--- config.mk ---
export PLATFORM = sky130hd
export DESIGN_NAME = mult_arbiter
export DESIGN_NICKNAME = d
export VERILOG_FILES = /design/src/rtl/mult_arb_pkg.sv /design/src/rtl/mult_arbiter_rr_pick.sv /design/src/rtl/mult_arbiter.sv
export SDC_FILE = /design/constraint.sdc
export NUM_CORES = 1
export LEC_CHECK = 0
export BUFFER_PORTS_ARGS = -buffer_cell sky130_fd_sc_hd__buf_4
export CAP_MARGIN = 20
export CELL_PAD_IN_SITES_DETAIL_PLACEMENT = 1
export CELL_PAD_IN_SITES_GLOBAL_PLACEMENT = 1
export CORE_MARGIN = 2
export CORE_UTILIZATION = 38
export DETAILED_ROUTE_END_ITERATION = 6
export GPL_TIMING_DRIVEN = 1
export MAX_ROUTING_LAYER = met4
export PLACE_DENSITY_LB_ADDON = 0.1
export SLEW_MARGIN = 10
export SYNTH_ARGS = -nofsm -noshare
export SYNTH_HDL_FRONTEND = slang
export SYNTH_SLANG_ARGS = --single-unit
--- constraint.sdc ---
create_clock -name clk -period 5.4 [get_ports clk]
set_input_delay 1.08 -clock clk [delete_from_list [all_inputs] [get_ports clk]]
set_output_delay 1.08 -clock clk [all_outputs]
set_load 0.005 [all_outputs]
--- src/rtl/mult_arb_pkg.sv ---
// Shared types and widths for the seqmult arbiter slice.
package mult_arb_pkg;

   localparam int OP_W        = 4;
   localparam int PROD_W      = 8;
   localparam int DEF_TIMEOUT = 15;

   typedef enum logic [1:0] {
      ST_IDLE  = 2'd0,
      ST_ISSUE = 2'd1,
      ST_WAIT  = 2'd2
   } arb_state_e;

   // Index width that stays legal for a single requester.
   function automatic int idx_w(input int n);
      return (n > 1) ? $clog2(n) : 1;
   endfunction

endpackage

--- src/rtl/mult_arbiter_rr_pick.sv ---
// Combinational round-robin picker: first active request after the previous winner.
module rr_pick
   import mult_arb_pkg::*;
#(
   parameter int  N_REQ = 4,
   localparam int IDW   = idx_w(N_REQ)
) (
   input  logic [N_REQ-1:0] req_i,
   input  logic [IDW-1:0]   last_i,
   output logic [N_REQ-1:0] oh_o,
   output logic [IDW-1:0]   idx_o,
   output logic             vld_o
);

   logic [IDW-1:0] pos;

   // Walk the ring starting one past last_i; the final step wraps back to last_i itself.
   always_comb begin
      oh_o  = '0;
      idx_o = '0;
      vld_o = 1'b0;
      pos   = last_i;
      for (int k = 0; k < N_REQ; k++) begin
         pos = (pos == IDW'(N_REQ - 1)) ? '0 : pos + 1'b1;
         if (!vld_o && req_i[pos]) begin
            vld_o     = 1'b1;
            oh_o[pos] = 1'b1;
            idx_o     = pos;
         end
      end
   end

endmodule

--- src/rtl/mult_arbiter.sv ---
// Arbitrates N_REQ requesters onto one external seqmult, with a WAIT timeout.
//   state    | meaning
//   ST_IDLE  | no operation; arbitrate when any req is high
//   ST_ISSUE | one cycle: gnt to winner, mul_load pulse to seqmult
//   ST_WAIT  | waiting for mul_ready; abort after TIMEOUT cycles
module mult_arbiter
   import mult_arb_pkg::*;
#(
   parameter int  N_REQ   = 4,
   parameter int  TIMEOUT = DEF_TIMEOUT,
   localparam int IDW     = idx_w(N_REQ),
   localparam int CNT_W   = $clog2(TIMEOUT + 1)
) (
   input  logic                  clk,
   input  logic                  rst_a,
   input  logic [N_REQ-1:0]      req,
   input  logic [OP_W*N_REQ-1:0] a_in,
   input  logic [OP_W*N_REQ-1:0] b_in,
   output logic [N_REQ-1:0]      gnt,
   output logic [PROD_W-1:0]     res,
   output logic                  res_valid,
   output logic [IDW-1:0]        res_id,
   output logic                  res_err,
   output logic                  busy,
   output logic [OP_W-1:0]       mul_a,
   output logic [OP_W-1:0]       mul_b,
   output logic                  mul_load,
   input  logic [PROD_W-1:0]     mul_op,
   input  logic                  mul_ready
);

   arb_state_e        state_q, state_d;
   logic [CNT_W-1:0]  cnt_q, cnt_d;
   logic [N_REQ-1:0]  gnt_q, gnt_d;
   logic              load_q, load_d;
   logic [OP_W-1:0]   mul_a_q, mul_a_d, mul_b_q, mul_b_d;
   logic [PROD_W-1:0] res_q, res_d;
   logic [IDW-1:0]    res_id_q, res_id_d, last_q, last_d;
   logic              valid_q, valid_d, err_q, err_d, busy_q, busy_d;

   logic [N_REQ-1:0]  pick_oh;
   logic [IDW-1:0]    pick_idx;
   logic              pick_vld;
   logic [OP_W-1:0]   sel_a, sel_b;

   rr_pick #(.N_REQ(N_REQ)) u_rr_pick (
      .req_i  (req),
      .last_i (last_q),
      .oh_o   (pick_oh),
      .idx_o  (pick_idx),
      .vld_o  (pick_vld)
   );

   always_comb begin
      sel_a = '0;
      sel_b = '0;
      for (int i = 0; i < N_REQ; i++) begin
         if (pick_oh[i]) begin
            sel_a = a_in[i*OP_W +: OP_W];
            sel_b = b_in[i*OP_W +: OP_W];
         end
      end
   end

   always_comb begin
      state_d  = state_q;
      cnt_d    = cnt_q;
      gnt_d    = '0;
      load_d   = 1'b0;
      mul_a_d  = mul_a_q;
      mul_b_d  = mul_b_q;
      res_d    = res_q;
      res_id_d = res_id_q;
      last_d   = last_q;
      valid_d  = 1'b0;
      err_d    = err_q;
      case (state_q)
         ST_IDLE: begin
            if (pick_vld) begin
               state_d  = ST_ISSUE;
               gnt_d    = pick_oh;
               load_d   = 1'b1;
               mul_a_d  = sel_a;
               mul_b_d  = sel_b;
               res_id_d = pick_idx;
               last_d   = pick_idx;
            end
         end
         ST_ISSUE: begin
            state_d = ST_WAIT;
            cnt_d   = '0;
         end
         ST_WAIT: begin
            // A ready arriving on the timeout cycle still counts as a real result.
            if (mul_ready) begin
               state_d = ST_IDLE;
               res_d   = mul_op;
               err_d   = 1'b0;
               valid_d = 1'b1;
            end else if (cnt_q == CNT_W'(TIMEOUT - 1)) begin
               state_d = ST_IDLE;
               res_d   = '0;
               err_d   = 1'b1;
               valid_d = 1'b1;
            end else begin
               cnt_d = cnt_q + 1'b1;
            end
         end
         default: state_d = ST_IDLE;
      endcase
      busy_d = (state_d != ST_IDLE);
   end

   always_ff @(posedge clk) begin
      if (rst_a) begin
         state_q  <= ST_IDLE;
         cnt_q    <= '0;
         gnt_q    <= '0;
         load_q   <= 1'b0;
         mul_a_q  <= '0;
         mul_b_q  <= '0;
         res_q    <= '0;
         res_id_q <= '0;
         last_q   <= IDW'(N_REQ - 1);
         valid_q  <= 1'b0;
         err_q    <= 1'b0;
         busy_q   <= 1'b0;
      end else begin
         state_q  <= state_d;
         cnt_q    <= cnt_d;
         gnt_q    <= gnt_d;
         load_q   <= load_d;
         mul_a_q  <= mul_a_d;
         mul_b_q  <= mul_b_d;
         res_q    <= res_d;
         res_id_q <= res_id_d;
         last_q   <= last_d;
         valid_q  <= valid_d;
         err_q    <= err_d;
         busy_q   <= busy_d;
      end
   end

   assign gnt       = gnt_q;
   assign mul_load  = load_q;
   assign mul_a     = mul_a_q;
   assign mul_b     = mul_b_q;
   assign res       = res_q;
   assign res_id    = res_id_q;
   assign res_valid = valid_q;
   assign res_err   = err_q;
   assign busy      = busy_q;

endmodule

==> flow_summary.yaml <==
routing:
  wl_per_cell_um: 16.9
  drtIter0Drc: 99
  dr_total_vias: 2095
  ant_nets: 0
  wirelength_um: 6270
  drc: 0
  drt_pass1_iterations: 4
  via_per_inst: 5.66
synthesis:
  netlist_area_um2: 2020
  ys_types: 48
  synth_area_per_cell_um2: 8.47
  async_reset_ff_share_pct: 0
  ys.flop_type: "dfxtp_1"
  syn-num-nets: 295
  syn-instance-count: 238
  ys_warn_count: 0
  synth_edf_count: 0
  ys_seq_area_share_pct: 33.7
  synthTopCellsByArea: "dfxtp_1 34%, nor2_1 6.3%, ha_1 6.2%"
  ys_seq_elements: 34
  ys_top_cells_by_count: "34 x dfxtp_1, 34 x nor2_1, 13 x a22oi_1"
  yosys.area.top_type_share_pct: 33.7
  synth_top_area_cell: "dfxtp_1"
clocking:
  htreeDepth: 2
  clk_pin_slew_ns: 0.07
  holdBufCountCts: 0
  max-clock-path-buffers: 2
  cts_tree: "done"
  cts-root-buf: "clkbuf_8"
  cts_inserted_buffers: 5
  clock_latency_ns: 0.29
  post_cts_buffers: 0
  cts_sinks: 34
  cts_resized: 0
run:
  max_cap_viol_count: 0
global_route:
  grt_overflow: 0
  grt_max_degree: 35
  grt_pass1_wl_um: 10600
  grt_util_all_layers_pct: 22.7
  grt_pass1_vias: 2128
  antenna_found_initial: 0
power_and_ir_drop:
  power_density_nw_per_um2: 316
  power.total_uw: 834
  power.leakage_nw: 1.08
  ir_drop_mv: 0.161
timing:
  fin_skew_ns: 0.00605
  fmax_mhz: 329
  timing.final.crit_period_ns: 3.04
  slew_violations: 0
  slew_headroom_pct: 49.4
  finalSetupTns_ns: 0
  fin_crit_sh_pct: 56.3
  worst_slew_pin_slew_ns: 0.759
  rsz0062_at_grt: "false"
  setup_viol: 0
  hold_violations: 0
layout:
  nNetsFinal: 356
  syn_to_final_growth_pct: 30.8
  num_antenna_cells: 0
  drive_gt1_share_pct: 29.3
worst_setup_path:
  r2r_slack_ns: 2.36
  required_ns: 5.62
  start_kind: "flip-flop"
  worstSetupEndpoint: "mul_b[3]$_SDFFE_PP0P_"
  reg2reg_to: "mul_b[3]$_SDFFE_PP0P_"
  endpoint_kind: "flip-flop"
  crit_slowest_cell: "ha_1"
  slowest_delay_ns: 0.59
  timing.rr.start: "last_q[0]$_SDFFE_PP1P_"
  worstSetupStartpoint: "last_q[0]$_SDFFE_PP1P_"
  reg2reg_depth: 7
  crit_fanout: 17
  worstPathArrival_ns: 3.25
  worst-setup-path-type: "flip-flop to flip-flop"
  path_cells: "inv_1 -> ha_1 -> nor2_1 -> a2bb2oi_1 -> o221a_2 -> nand4_1 -> a31oi_1"
floorplanning:
  start_util_pct: 39.5
  die-area_um2: 5910
  num_rows: 26
  core_area_um2: 5110
  io_pins: 73
  die_x_um: 76.9
  die_y_um: 76.9
placement:
  numPortBuffers: 72
  gp_congestion: 0.861
  dp.final_hpwl_um: 4460
status:
  status: "finished clean"
hold_path:
  hold_path_class: "flip-flop to flip-flop"
-- worst min-delay path by stage --
| stage | start | endpoint | slack [ns] | cells after the start |
|---|---|---|---|---|
| 2_1_floorplan | res_err$_SDFFE_PP0P_ | res_err$_SDFFE_PP0P_ | 0.45 | 2 |
| 3_3_place_gp | res_id[1]$_SDFFE_PP0P_ | res_id[1]$_SDFFE_PP0P_ | 0.45 | 2 |
| 3_5_place_dp | res_err$_SDFFE_PP0P_ | res_err$_SDFFE_PP0P_ | 0.46 | 2 |
| 4_1_cts | res_id[1]$_SDFFE_PP0P_ | res_id[1]$_SDFFE_PP0P_ | 0.48 | 2 |
| 5_1_grt | res_id[1]$_SDFFE_PP0P_ | res_id[1]$_SDFFE_PP0P_ | 0.50 | 2 |
| 6_report | res_id[1]$_SDFFE_PP0P_ | res_id[1]$_SDFFE_PP0P_ | 0.48 | 2 |
-- placed cells by master, fill, tap and decap left out, types with 3 or more instances in the layout --
cell	instances
clkbuf_8	6
a31oi_1	10
nand4_1	9
ha_1	10
a22oi_1	13
nand3_1	12
nor2b_1	5
buf_4	73
inv_1	10
a32oi_1	3
nand2b_1	3
nor3_1	5
dfxtp_1	34
nor2_1	34
o31ai_1	8
nand2_1	5
a221oi_1	8
a21oi_1	9
o21ai_0	4
-- critical path, delay by kind of cell (launching register included) --
kind,cells,cell delay (ns)
flip-flops,1,0.57
AO/OA/AOI/OAI,3,1.31
adder cells (fa/ha/maj),1,0.59
AND/OR/NAND/NOR,2,0.30
buffers and inverters,1,0.18
-- registers in the layout, indices dropped and copies added (netlist names) --
signal / cells
res: 8
cnt_q: 4
gnt: 4
mul_a: 4
mul_b: 4
last_q: 2
res_id: 2
state_q: 2
busy: 1
mul_load: 1
res_err: 1
res_valid: 1
-- per-layer routing --
metal  up-vias  GRT usage, %  part of all wire, %
li1       1028             -                    -
met1       988          29.1                   45
met2        67          35.1                   46
met3        12          5.18                  6.9
met4         0          7.82                  1.9
met5         -             -                    0
-- power breakdown --
group / internal (mW) / switching, mW
logic: 0.142 / 0.184
registers: 0.281 / 0.0294
clock network: 0.103 / 0.0952
total: 0.526 / 0.308
-- cells by family (layout without fill, tap and decap cells) --
group | count (synthesis) | after routing | synth area share, %
DFF | 34 | 34 | 33.7
muxes | 4 | 4 | 3.23
AOI/OAI and AO/OA | 76 | 76 | 28.9
buffers and inverters | 30 | 92 | 7.32
and+or+nand+nor | 84 | 84 | 20.6
adders and majority gates | 10 | 10 | 6.20
-- metrics by stage --
step / worst slack [ns] / util (%) / hold WS (ns) / cells / instance area (um^2)
6_report: 2.36 / 51.6 / 0.478 / 370 / 2640
5_1_grt: 2.07 / 51.6 / 0.501 / 370 / 2640
4_1_cts: 2.35 / 51.6 / 0.478 / 370 / 2640
3_5_place_dp: 2.25 / 49.9 / 0.462 / 362 / 2550
3_3_place_gp: 2.36 / 49.9 / 0.445 / 362 / 2550
2_1_floorplan: 2.57 / - / 0.450 / 238 / 2020
-- cell type report --
class / instances / area, um^2
timing repair buffer: 73 / 548
multi-input combinational: 174 / 1190
inverter: 11 / 41.3
tap: 70 / 87.6
clock inverter: 1 / 5.00
clock buffer: 7 / 86.3
fill: 646 / 2470
sequential: 34 / 681
(Power assumes the default switching activity.)
